$ cat src/rtl/tick_gen_pkg.sv
// tick_gen_pkg
// Shared constants for the tick generator: the smallest divisor a channel
// accepts, the default parameter values, and a helper that sizes the
// channel-select field of the configuration port.
package tick_gen_pkg;

  // A divisor below two cannot produce a distinct tick and square phase.
  localparam int DIV_MIN          = 2;

  localparam int DEF_CHANNELS_VAL = 4;
  localparam int DEF_CNT_W_VAL    = 16;
  localparam int DEF_DIV_VAL      = 20;

  // A single-channel build still needs a one-bit select field.
  function automatic int ch_sel_w(input int channels);
    return (channels > 1) ? $clog2(channels) : 1;
  endfunction

endpackage

$ cat src/rtl/tick_gen_ch.sv
// tick_gen_ch
// One divider channel. It counts enabled clock edges modulo the active
// divisor and produces a one-cycle tick at each period boundary, plus a
// square wave whose period equals the divisor. A shadow divisor written
// through the configuration port waits as "pending" until the next period
// boundary, or until the channel is idle or resynchronised.
//
// Ports
//   clk     in   rising-edge clock
//   reset   in   synchronous active-high reset
//   en      in   run enable; low clears the channel
//   sync    in   restart strobe shared by all channels
//   wr      in   accepted configuration write aimed at this channel
//   wr_div  in   divisor carried by that write
//   tick    out  one-cycle pulse per period
//   sq      out  square wave, period = divisor
//   pend    out  a shadow divisor is waiting to be applied
module tick_gen_ch import tick_gen_pkg::*; #(
  parameter int CNT_W   = DEF_CNT_W_VAL,
  parameter int DEF_DIV = DEF_DIV_VAL
) (
  input  logic             clk,
  input  logic             reset,
  input  logic             en,
  input  logic             sync,
  input  logic             wr,
  input  logic [CNT_W-1:0] wr_div,
  output logic             tick,
  output logic             sq,
  output logic             pend
);

  logic [CNT_W-1:0] cnt;
  logic [CNT_W-1:0] div;
  logic [CNT_W-1:0] nxt;
  logic             boundary;
  logic             half;
  logic             apply;

  // The last count of a period, and the count on which sq rises so that it
  // is high for the final ceil(div/2) cycles of the period.
  assign boundary = (cnt == div - CNT_W'(1));
  assign half     = (cnt == (div >> 1) - CNT_W'(1));

  // Moments where a waiting divisor may be swapped in without cutting or
  // stretching a running period: the boundary itself, or any time the
  // counter is forced back to zero.
  assign apply = sync || !en || boundary;

  always_ff @(posedge clk) begin
    if (reset) begin
      cnt  <= '0;
      div  <= CNT_W'(DEF_DIV);
      nxt  <= CNT_W'(DEF_DIV);
      pend <= 1'b0;
      tick <= 1'b0;
      sq   <= 1'b0;
    end else begin
      if (sync || !en) begin
        cnt  <= '0;
        tick <= 1'b0;
        sq   <= 1'b0;
      end else begin
        tick <= boundary;
        if (boundary) begin
          cnt <= '0;
          sq  <= 1'b0;
        end else begin
          cnt <= cnt + CNT_W'(1);
          if (half) begin
            sq <= 1'b1;
          end
        end
      end

      if (apply && pend) begin
        div <= nxt;
      end

      // A write landing on an apply edge still reads the old shadow value
      // for div (non-blocking), so the new value simply stays pending.
      if (wr) begin
        nxt  <= wr_div;
        pend <= 1'b1;
      end else if (apply) begin
        pend <= 1'b0;
      end
    end
  end

endmodule

$ cat src/rtl/tick_gen.sv
// tick_gen
// Bank of independent divider channels sharing one configuration port and
// one resynchronisation strobe. Configuration writes are validated here;
// good writes reach the addressed channel and are acknowledged, bad ones
// are dropped and flagged.
//
// Ports
//   clk       in   rising-edge clock
//   reset     in   synchronous active-high reset
//   en        in   per-channel run enable
//   sync      in   restart all channels in phase
//   cfg_wr    in   configuration write strobe
//   cfg_ch    in   target channel of the write
//   cfg_div   in   new divisor
//   cfg_ack   out  one-cycle pulse, write accepted
//   cfg_err   out  one-cycle pulse, write rejected
//   cfg_pend  out  per-channel divisor update pending
//   tick      out  per-channel one-cycle pulse per period
//   sq        out  per-channel square wave
module tick_gen import tick_gen_pkg::*; #(
  parameter int CHANNELS = DEF_CHANNELS_VAL,
  parameter int CNT_W    = DEF_CNT_W_VAL,
  parameter int DEF_DIV  = DEF_DIV_VAL
) (
  input  logic                          clk,
  input  logic                          reset,
  input  logic [CHANNELS-1:0]           en,
  input  logic                          sync,
  input  logic                          cfg_wr,
  input  logic [ch_sel_w(CHANNELS)-1:0] cfg_ch,
  input  logic [CNT_W-1:0]              cfg_div,
  output logic                          cfg_ack,
  output logic                          cfg_err,
  output logic [CHANNELS-1:0]           cfg_pend,
  output logic [CHANNELS-1:0]           tick,
  output logic [CHANNELS-1:0]           sq
);

  localparam int CH_W = ch_sel_w(CHANNELS);

  logic cfg_ok;

  // When CHANNELS is not a power of two the select field can name
  // channels that do not exist; those writes are rejected.
  assign cfg_ok = (cfg_div >= CNT_W'(DIV_MIN)) && (int'(cfg_ch) < CHANNELS);

  always_ff @(posedge clk) begin
    if (reset) begin
      cfg_ack <= 1'b0;
      cfg_err <= 1'b0;
    end else begin
      cfg_ack <= cfg_wr && cfg_ok;
      cfg_err <= cfg_wr && !cfg_ok;
    end
  end

  for (genvar i = 0; i < CHANNELS; i++) begin : g_ch
    logic ch_wr;

    assign ch_wr = cfg_wr && cfg_ok && (cfg_ch == CH_W'(i));

    tick_gen_ch #(
      .CNT_W   (CNT_W),
      .DEF_DIV (DEF_DIV)
    ) u_ch (
      .clk    (clk),
      .reset  (reset),
      .en     (en[i]),
      .sync   (sync),
      .wr     (ch_wr),
      .wr_div (cfg_div),
      .tick   (tick[i]),
      .sq     (sq[i]),
      .pend   (cfg_pend[i])
    );
  end

endmodule

$ cat config.mk
export PLATFORM = sky130hd
export DESIGN_NAME = tick_gen
export DESIGN_NICKNAME = d
export VERILOG_FILES = /design/src/rtl/tick_gen_pkg.sv /design/src/rtl/tick_gen_ch.sv /design/src/rtl/tick_gen.sv
export SDC_FILE = /design/constraint.sdc
export NUM_CORES = 1
export LEC_CHECK = 0
export CORE_MARGIN = 1.5
export CORE_UTILIZATION = 45
export CTS_BUF_LIST = sky130_fd_sc_hd__clkbuf_4 sky130_fd_sc_hd__clkbuf_8
export DETAILED_ROUTE_END_ITERATION = 8
export REMOVE_ABC_BUFFERS = 1
export SETUP_SLACK_MARGIN = 0.15
export SLEW_MARGIN = 15
export SYNTH_ARGS = -nofsm -noshare
export SYNTH_HDL_FRONTEND = slang
export SYNTH_SLANG_ARGS = --single-unit
$ cat constraint.sdc
create_clock -name clk -period 3.1 [get_ports clk]
set_input_delay 0.62 -clock clk [delete_from_list [all_inputs] [get_ports clk]]
set_output_delay 0.62 -clock clk [all_outputs]
set_load 0.05 [all_outputs]
# Word level (Yosys, flattened, before mapping)
# Cells that the tools add are included.
classes:
  n_mux: 8
  n_eq_ne: 11
  magnitude_cmp: 1
  add_sub_neg: 12
  n_reduce_logical: 36
op_table:
  columns: ["cell", "count"]
  rows:
  - ["equality test 16 bit", 8]
  - ["adder 16 x 1 -> 16 bit, second input constant", 4]
  - ["subtractor 15 x 1 -> 16 bit, second input constant", 4]
  - ["subtractor 16 x 1 -> 16 bit, second input constant", 4]
  - [">= comparator 16 x 2 -> 1 bit, second input constant", 1]
  - ["OR reduction 3 bit", 4]
  - ["logical AND 1 bit", 10]
  - ["logical OR 1 bit", 8]
  - ["two-way mux 1 bit", 8]
  - ["nonzero test 2 bit", 4]
  - ["OR reduction 2 bit", 4]
  - ["zero test 1 bit", 5]
  - ["equality test 2 bit, second input constant", 2]
  - ["equality test 2 x 1 -> 1 bit, second input constant", 1]
  - ["zero test 2 bit", 1]
word_totals:
  input_bits: 26
  wordCells: 94
  reg_bits: 206
  output_inout_bits: 14

# Logic depth before layout (Yosys ltp)
# Gate-level depths: netlist of the first run.
logic_depth:
  word_depth: 5
  depth_mapped: 12
  mapped_depth_nobuf: 9

# Cells and area by module
# From an unflattened synthesis of the first run, not the netlist that was laid out.
unflattened:
  cells_unflattened: 1402
  hier_area_um2: 12587.1
modules_own_cells:
  columns: ["module", "area_per_inst_um2", "n_inst", "cells_per_inst"]
  rows:
  - ["tick_gen_ch", 3108.0, 4, 347]
  - ["tick_gen", 155.1, 1, 14]

# Worst setup path after synthesis of the first run
# No wires, ideal clock.
synth_path:
  path_kind: "reg-to-reg"
  from: "register g_ch[1].u_ch.div[1]"
  to: "register g_ch[1].u_ch.div[10]"
  period_less_slack_ns: 2.793
  arrival_time_ns: 2.721
  path_buffers: 2
  setup_ns: 0.072
  setup_slack_ns: 0.307
  stages_incl_launch_ff: 12
  cell_sequence: "dfxtp_1 > inv_1 > ha_1 > or3b_2 > or4b_1 > nand3_1 > o21ai_1 > a2111o_1 > a21boi_1 > buf_4 > buf_8 > mux2i_1"
synth_via:
  elab_chain_cells: 4
synth_rtl:
  columns: ["item", "line_no", "source"]
  rows:
  - ["start, declared", "tick_gen_ch.sv:34", "logic [CNT_W-1:0] div;"]
  - ["start signal, assigned", "tick_gen_ch.sv:53", "div <= CNT_W'(DEF_DIV);"]
  - ["start signal, assigned", "tick_gen_ch.sv:77", "div <= nxt;"]
  - ["subtractor 16 x 1 -> 16 bit", "tick_gen_ch.sv:42", "assign boundary = (cnt == div - CNT_W'(1));"]
  - ["equality test 16 bit", "tick_gen_ch.sv:42", null]
  - ["logical OR 1 bit", "tick_gen_ch.sv:48", "assign apply = sync || !en || boundary;"]
  - ["logical AND 1 bit", "tick_gen_ch.sv:76", "if (apply && pend) begin"]
# No other way between the ends.
# A chain may end at the register's enable or synchronous reset.

# Final worst setup path of the first run
layout_path:
  from: "register g_ch[1].u_ch.div[0]"
  to: "register g_ch[1].u_ch.div[2]"
# The elaborated chain is that of the path after synthesis.

==> summary.txt, run 1 <==
Routing
  – DR pass1 iterations: 5
  – WL final: between 20000 and 30000 µm
  – Via count: approximately 10000
  – DRC: 0
  – Antenna-violating nets left: 0
  – Initial drt markers: approximately 590
  – Vias per cell: around 5.3
  – Avg WL per Cell: between 15 and 20 µm

Floorplan
  – Core box area: around 27000 µm²
  – Die Span X: 168.8 µm
  – Starting density of the core: ~46%
  – # IOs: 40
  – Die height: between 150 and 200 µm
  – Num rows: 60
  – Die Area: around 29000 µm²

STA
  – Skew final: 12.88 ps
  – Final Max Slew Viols: 0
  – RSZ-0062 raised after global routing: no
  – Final period util: between 90% and 100%
  – Hold slack: 444.7 ps
  – Tightest Pin Transition: about 760 ps
  – TNS Setup: 0 ps
  – Final min period: 2856 ps
  – Final Hold Viols: 0
  – Max Clock Freq: between 300 and 400 MHz
  – Finish-stage setup viols: 0
  – Max transition margin: around half

Critical path
  – R2R depth: 10
  – CP Capture Type: flip-flop
  – Worst-path maximum fanout: 8
  – Crit Path Class: reg -> reg
  – RR Startpoint: g_ch[1].u_ch.div[0]
  – WP data arrival: between 3000 and 4000 ps
  – Slowest stage delay, CP: ~520 ps
  – CP max-delay cell: or4b_1
  – Crit. Startpoint: g_ch[1].u_ch.div[0]
  – Critical-path cell list: inv_1 > ha_4 > or3b_4 > or4b_1 > nand3_1 > o21ai_1 > a2111o_1 > a21boi_4 > clkbuf_16 > mux2i_1
  – Critical Path Source Type: flip-flop
  – Critical Path RT: 3560 ps

Clock tree
  – Skew-Pair Late Insertion Delay: 540 ps
  – CTS tree: yes
  – Root Buffer: clkbuf_8
  – Worst-path clk slew: 60 ps
  – CTS sink count: about 210
  – Clock tree buffer depth: 3
  – Number of CTS-inserted buffers: 38
  – CTS H-Tree Depth: 2

Synthesis
  – Post-synth EDFFs: 0
  – YS warnings: 0
  – Post-synth cell types: 74
  – Sequential-to-total area share from yosys stat: 33.33%
  – Dominant synthesized flop cell: dfxtp_1
  – Cells after synthesis: 1488
  – Yosys reg bits: slightly above 200
  – Avg Cell Area, Syn: 8.315 µm²
  – Asr flop ratio synth: 0%
  – Synthesized area: 12370 µm²

Run
  – Max Cap Violations: 0

Power
  – Static leakage: between 4 and 5 nW
  – VDD IR max: roughly 0.33 mV
  – PD cells: 414.7 nW/µm²

Cells and area
  – Final nets: 1554
  – Ratio of cells with drive above 1 in the final layout: 11.22%
  – Area grow syn2layout: 13.94%
  – Fill count: 2542

Worst hold path
  – Hold depth: 2
  – Worst hold start: g_ch[1].u_ch.sq
  – Tightest Hold Check Type: reg -> reg

Global routing
  – Vias in the first global route: between 9000 and 10000
  – Largest net degree at the start of global routing: 140
  – First-pass GRT wire length: 49040 µm
  – Remaining Overflow, GRT: 0
  – Initial antenna violation count: 1
  – GRT Util Overall: about a fifth

Placed design
  – PortBufs: 39
  – GPL Wtd Cong: 0.8740
  – Hpwl dp: roughly 21000 µm

Outcome
  – Run status: finished clean
## worst paths after layout
kind                         end  slack [ps]
max          g_ch[1].u_ch.div[2]         240
min              g_ch[1].u_ch.sq         440
max reg2reg  g_ch[1].u_ch.div[2]         240
min reg2reg      g_ch[1].u_ch.sq         440
## flip-flops by register name, indices dropped and copies added, names as in the netlist
signal and cells:
cfg_ack 1, cfg_err 1, g_ch.u_ch.cnt 64, g_ch.u_ch.div 64, g_ch.u_ch.nxt 64, g_ch.u_ch.pend 4
g_ch.u_ch.sq 4, g_ch.u_ch.tick 4
## layer usage
layer | part of all wire, % | vias up | GRT usage, %
met5 | 0 | - | 0
met4 | 1.7 | 0 | 5.939
met3 | 4.1 | 45 | 3.460
met2 | 46 | 168 | 34.24
met1 | 48 | 4732 | 28.99
li1 | - | 5128 | -
## stage by stage
stage	instance area, µm²	power, W	utilization [%]	instances	setup WS [ps]
after floorplan	11840	0.002933	-	1374	-460.8
after global placement	13130	0.003112	48.70	1808	222.0
after detailed placement	13130	0.003116	48.70	1808	164.2
after CTS	13970	0.005941	51.82	1878	151.5
after global routing	14100	0.006099	52.30	1883	122.0
final	14100	0.005847	52.31	1884	244.2
## critical path: cells and delay by family (launching register included)
kind	cells	cell delay (ps)
AOI/OAI and AO/OA	3	770
adders and majority gates	1	170
buffers and inverters	2	310
DFF	1	360
muxes	1	170
and+or+nand+nor	3	1020
## final cells by class
cell class                 count  area (µm²)  share of cell area (%)
antenna                        1       2.502                 0.01775
clock buffer                  61       783.3                   5.556
clock inverter                 9       56.30                  0.3994
inverter                      35       131.4                  0.9318
multi-input combinational   1133        7657                   54.31
sequential                   206        4130                   29.30
tap                          341       426.7                   3.026
timing repair buffer          98       910.9                   6.461
## cell usage in the layout, fill, tap and decap left out, drive strengths merged, types with 6 or more instances in the layout
| master | instances |
|---|---|
| mux2i | 98 |
| nand3 | 75 |
| nand2b | 115 |
| and4 | 6 |
| nor2b | 7 |
| a21oi | 47 |
| clkinv | 6 |
| nand4 | 27 |
| a31oi | 12 |
| dfxtp | 206 |
| nor2 | 173 |
| or4 | 9 |
| a211o | 10 |
| o2111ai | 7 |
| inv | 36 |
| ha | 16 |
| and3 | 24 |
| nor4b | 10 |
| nand2 | 101 |
| xnor2 | 142 |
| nor3b | 11 |
| xor2 | 79 |
| buf | 59 |
| or3 | 7 |
| o21ai | 24 |
| nor3 | 31 |
| clkdlybuf4s50 | 38 |
| clkbuf | 62 |
| nor4 | 29 |
| a211oi | 7 |
## what timing repair did
item                       CTS  global route
cloned                       0             1
setup buffers                0             4
setup endpoints to repair    1           116
hold buffers                 0             0
pin swaps                    0             4
gates resized for setup      1            23
## cells in the mapped netlist, types with 24 or more instances
| master | n | area, µm² |
|---|---|---|
| xor2_1 | 79 | 691.9 |
| nand4_1 | 27 | 168.9 |
| dfxtp_1 | 206 | 4124 |
| mux2i_1 | 98 | 980.9 |
| and3_1 | 24 | 150.1 |
| nor3_1 | 30 | 150.1 |
| xnor2_1 | 142 | 1244 |
| nand2_1 | 101 | 379.1 |
| inv_1 | 35 | 131.4 |
| clkbuf_1 | 77 | 289.0 |
| nand3_1 | 74 | 370.4 |
| nand2b_1 | 115 | 719.4 |
| a21oi_1 | 47 | 235.2 |
| nor2_1 | 173 | 649.4 |
## cell families (layout without fill, tap and decap cells)
logic type / after synthesis / count (layout) / synth area share (%)
and+or+nand+nor: 647 / 647 / 27.82
xor gates and xnor gates: 221 / 221 / 15.64
DFF: 206 / 206 / 33.33
AOI/OAI and AO/OA: 150 / 150 / 8.161
buffers and inverters: 149 / 203 / 5.410
muxes: 99 / 99 / 8.019
adders and majority gates: 16 / 16 / 1.618
other: 0 / 1 / 0
## report_power, final
part	switching [W]	leakage, nW	internal [W]	total, W
Combinational	0.000191	2.87	0.000155	0.000346
Sequential	0.0000295	1.67	0.00269	0.00272
Clock	0.00117	0.445	0.00161	0.00278
Total	0.00139	4.98	0.00445	0.00585
No activity file was read; power rests on OpenSTA's default activity.
==> run 2, diff against run 1 <==
--- a/config.mk
+++ b/config.mk
@@ -5,7 +5,7 @@
 export SDC_FILE = /design/constraint.sdc
 export NUM_CORES = 1
 export LEC_CHECK = 0
-export CORE_MARGIN = 1.5
+export CORE_MARGIN = 2
 export CORE_UTILIZATION = 45
 export CTS_BUF_LIST = sky130_fd_sc_hd__clkbuf_4 sky130_fd_sc_hd__clkbuf_8
 export DETAILED_ROUTE_END_ITERATION = 8
==> run 2 against run 1 <==
Compared with the run above: sequential power hardly changed; clock power hardly changed; die area is 1.2% higher; sequential share of layout area grew 0.15 points; worst hold slack improved by 2.4 ps; worst setup slack improved by 31 ps; first-iteration DRC count down 7.1%; design area decreased by 0.52%; clock-buffer cell count down 6; combinational power decreased by 1%.
==> summary.txt, run 2 (same netlist as run 1, synthesis figures left out) <==
Outcome
  – Run status: finished clean

Critical path
  – Worst-path maximum fanout: 16
  – CP max-delay cell: or4b_1
  – Critical-path cell list: inv_1 > ha_2 > or3b_4 > or4b_1 > nand3_1 > o21ai_1 > a2111o_1 > a21boi_2 > buf_12 > mux2i_1
  – Critical Path Source Type: flip-flop
  – Crit Path Class: reg -> reg
  – Slowest stage delay, CP: 530 ps
  – WP data arrival: roughly 3300 ps
  – CP Capture Type: flip-flop
  – Critical Path RT: ~3600 ps
  – Top delay family on crit path: simple AND/OR/NAND/NOR gates
  – CP bufs+invs: 2

Routing
  – Via count: 9972
  – DR pass1 iterations: 5
  – DRC: 0
  – Avg WL per Cell: about 16 µm
  – Antenna-violating nets left: 0
  – Initial drt markers: roughly 550
  – Vias per cell: approximately 5.3
  – WL final: 29410 µm

Global routing
  – First-pass GRT wire length: 48270 µm
  – Largest net degree at the start of global routing: about 120
  – Initial antenna violation count: 0
  – GRT Util Overall: 20.55%
  – Vias in the first global route: 9379
  – Remaining Overflow, GRT: 0

Cells and area
  – Fill count: 2545
  – Ratio of cells with drive above 1 in the final layout: 10.95%
  – Biggest regs: g_ch.u_ch.cnt: 64 flops, g_ch.u_ch.div: 64 flops, g_ch.u_ch.nxt: 64 flops
  – Most frequent cells in the layout: 201 x dfxtp_1, 173 x nor2_1, 142 x xnor2_1
  – Final Util: between 50 and 60%
  – Most common cell after layout, fill and taps aside: dfxtp_1
  – Area grow syn2layout: 13.35%
  – Final nets: 1549
  – Sequential cell area: between 4000 and 5000 µm²
  – Footprint of the multi-input gates: 7661 µm²
  – Antenna cells: 0

STA
  – Finish-stage setup viols: 0
  – Skew final: approximately 10 ps
  – Final Max Slew Viols: 0
  – Max transition margin: approximately two fifths
  – Final period util: between 90% and 100%
  – Final min period: between 2000 and 3000 ps
  – Tightest Pin Transition: a little under 900 ps
  – RSZ-0062 raised after global routing: yes
  – TNS Setup: 0 ps
  – Final Hold Viols: 0
  – Max Clock Freq: 354.0 MHz

Floorplan
  – Die Span X: roughly 170 µm
  – Die Area: 28840 µm²
  – Starting density of the core: a little under half
  – # IOs: 40
  – Core box area: approximately 27000 µm²
  – Die height: approximately 170 µm
  – Num rows: 60

Clock tree
  – Clock tree buffer depth: 3
  – Root Buffer: clkbuf_8
  – Worst-path clk slew: 60 ps
  – Skew-Pair Late Insertion Delay: approximately 550 ps
  – Number of CTS-inserted buffers: 37
  – CTS tree: yes
  – CTS sink count: 206
  – CTS H-Tree Depth: 2

Power
  – Static leakage: between 4 and 5 nW
  – VDD IR max: between 0.3 and 0.4 mV
  – PD cells: roughly 410 nW/µm²

Placed design
  – Hpwl dp: roughly 21000 µm
  – GPL Wtd Cong: between 0.8 and 0.9
  – PortBufs: 39

Worst hold path
  – Tightest Hold Check Type: reg -> reg

Run
  – Max Cap Violations: 0
## run 2: cell types whose count changed in the layout (fill, tap and decap cells not counted), moves of 2 or more
cell	change
a21boi_2	+2
nand3_2	+2
buf_4	-4
clkbuf_8	-5
## run 2: final timing paths
check	slack (ps)	startpoint	depth (start not counted)	to
setup / recovery	280	g_ch[1].u_ch.div[1]	10	g_ch[1].u_ch.div[2]
hold reg to reg	450	g_ch[0].u_ch.sq	2	g_ch[0].u_ch.sq
setup reg to reg	280	g_ch[1].u_ch.div[1]	10	g_ch[1].u_ch.div[2]
hold / removal	450	g_ch[0].u_ch.sq	2	g_ch[0].u_ch.sq
## run 2: cell type report
| type | count | share of cell area [%] |
|---|---|---|
| well taps | 341 | 3.042 |
| flip-flops and latches | 206 | 29.45 |
| repair buffers | 94 | 6.245 |
| clock inverters | 11 | 0.6602 |
| clock buffers | 55 | 5.041 |
| inverters | 35 | 0.9367 |
| multi-input cells | 1133 | 54.63 |
## run 2: tightest hold or removal path: cells and delay by family (launching register included)
| kind | cells | cell delay (ps) |
|---|---|---|
| AOI/OAI and AO/OA | 1 | 50 |
| buffers and inverters | 1 | 40 |
| DFF | 1 | 310 |
## run 2: routing by layer
layer / GRT usage (%) / vias to the layer above / part of all wire, %
met5: 0 / - / 0
met4: 5.240 / 0 / 2.0
met3: 3.605 / 37 / 3.5
met2: 33.24 / 151 / 45
met1: 28.41 / 4670 / 49
li1: - / 5114 / -
## run 2: where the power goes
part	switching, W	internal (W)
registers	0.0000295	0.00269
logic	0.000188	0.000154
clock network	0.00119	0.00156
total	0.00141	0.00440
## run 2: metrics by stage
step / std cells / area, µm² / worst slack, ps / total power, W / hold slack (ps)
after detailed placement: 1806 / 13120 / 33.97 / 0.003115 / 444.5
after global placement: 1806 / 13120 / 41.96 / 0.003113 / 435.5
after global routing: 1875 / 14020 / 103.0 / 0.006042 / 457.3
after CTS: 1873 / 13930 / 146.0 / 0.005882 / 446.9
final: 1875 / 14020 / 275.3 / 0.005804 / 447.1
after floorplan: 1374 / 11840 / -460.8 / 0.002933 / 430.8
## run 2: repair_timing
item	in CTS	in global routing
hold endpoints to repair	0	0
buffers inserted	1	2
hold buffers	0	0
pin swaps	1	5
endpoints found under the setup margin	49	118
resized for setup	3	21
==> patch: new RTL, config.mk and constraints of run 1 <==
Set the package constant `DEF_DIV_VAL` to 19 (it was 20).
--- a/src/rtl/tick_gen_pkg.sv
+++ b/src/rtl/tick_gen_pkg.sv
@@ -9,7 +9,7 @@
 
   localparam int DEF_CHANNELS_VAL = 4;
   localparam int DEF_CNT_W_VAL    = 16;
-  localparam int DEF_DIV_VAL      = 20;
+  localparam int DEF_DIV_VAL      = 19;
 
   // A single-channel build still needs a one-bit select field.
   function automatic int ch_sel_w(input int channels);
Formal check against the unedited RTL: not equivalent (a bounded check fails within 10 cycles, from zero or initial values and one cycle with reset high).
==> patch against run 1 <==
- hold slack better by 0.0074 ns
- wire length down 3.4%
- sequential cell count did not move
- area after synthesis shrank 0.87%
- clock skew is 0.0054 ns higher
- cell count is 2.9% lower
- worst setup slack improved by 0.074 ns
- design area is 1.4% lower
- total power increased by 0.23%
- non-clock buffer count grew 5
- first-iteration DRC count down 12%
==> patch: results (changes against run 1) <==
stage	metric	value	unit	change
status	outcome	completed		
worst_setup_path	max_stage_delay	0.39	ns	-0.13 ns
route	routed_wl	28700	um	-3.4%
grt	grt_use_met1	27.2	%	-1.8 points
grt	grt_pass1_vias	9422		-1.0%
finish	nFillCells	2604		+2.4%
synth	synth_seq_area_share	33.6	%	+0.29 points
grt	grt_pass1_wl	47900	um	-2.3%
finish	inverters	30		-14%
route	m1WireLength	13600	um	-5.0%
finish	diodes	0		-1
finish	stdcell_count	1829		-2.9%
route	met3_wirelength	1010	um	-18%
sta	tightest_slew	0.638	ns	-0.126 ns
power	swShare	23.5	%	-0.31 points
finish	drive_gt1_share	11.4	%	+0.21 points
power	leakage	5.32	nW	+6.9%
route	first_iter_violations	518		-12%
sta	skew	0.0183	ns	+0.00542 ns
grt	grtUsageTotal	20.6	%	-0.48 points
finish	clkbuf_count	60		-1.6%
route	via_count	9769		-3.0%
grt	grt.met2_usage	34.1	%	-0.17 points
finish	clk_share	5.93	%	-0.026 points
place	post-place-ws	0.101	ns	-0.0631 ns
grt	antenna_found_initial	0		-1
finish	nets	1504		-3.2%
synth	synth_common_cells	206 x dfxtp_1, 204 x nor2_1, 145 x nand2_1		
place	placed_area	13000	um2	-1.1%
synth	synth_cells	1448		-2.7%
finish	seq_share	29.7	%	+0.36 points
worst_setup_path	crit_family	compound AO/OA/AOI/OAI gates		
synth	yosysUniqueCellTypes	82		+11%
worst_setup_path	critPathArrivalTime	3.18	ns	-0.14 ns
finish	num-nonclk-buffers	103		+5.1%
power	p_int	4.48	mW	+0.63%
power	ir_worst_vdd	0.284	mV	-13%
place	hpwl	20600	um	-3.5%
place	routabilityCongestion	0.876		+0.22%
power	powerComb	354	uW	+2%
patch: cell families after synthesis:
| logic type | Yosys count | share of synthesized area [%] |
|---|---|---|
| simple gates | 586 | 23.4 |
| xor+xnor | 218 | 15.8 |
| flops | 206 | 33.6 |
| buf+inv | 159 | 6.65 |
| mux | 134 | 10.9 |
| compound gates | 129 | 7.94 |
| fa+ha+maj | 16 | 1.63 |
patch: timing repair:
item	in CTS	in global routing
buffers inserted	0	2
resized for setup	2	13
endpoints found under the setup margin	18	111
pin swaps	0	2
patch: final timing paths:
check / startpoint / end / slack [ns]
max reg2reg: g_ch[2].u_ch.div[1] / g_ch[2].u_ch.div[2] / 0.32
min reg2reg: g_ch[2].u_ch.sq / g_ch[2].u_ch.sq / 0.45
max: g_ch[2].u_ch.div[1] / g_ch[2].u_ch.div[2] / 0.32
min: g_ch[2].u_ch.sq / g_ch[2].u_ch.sq / 0.45
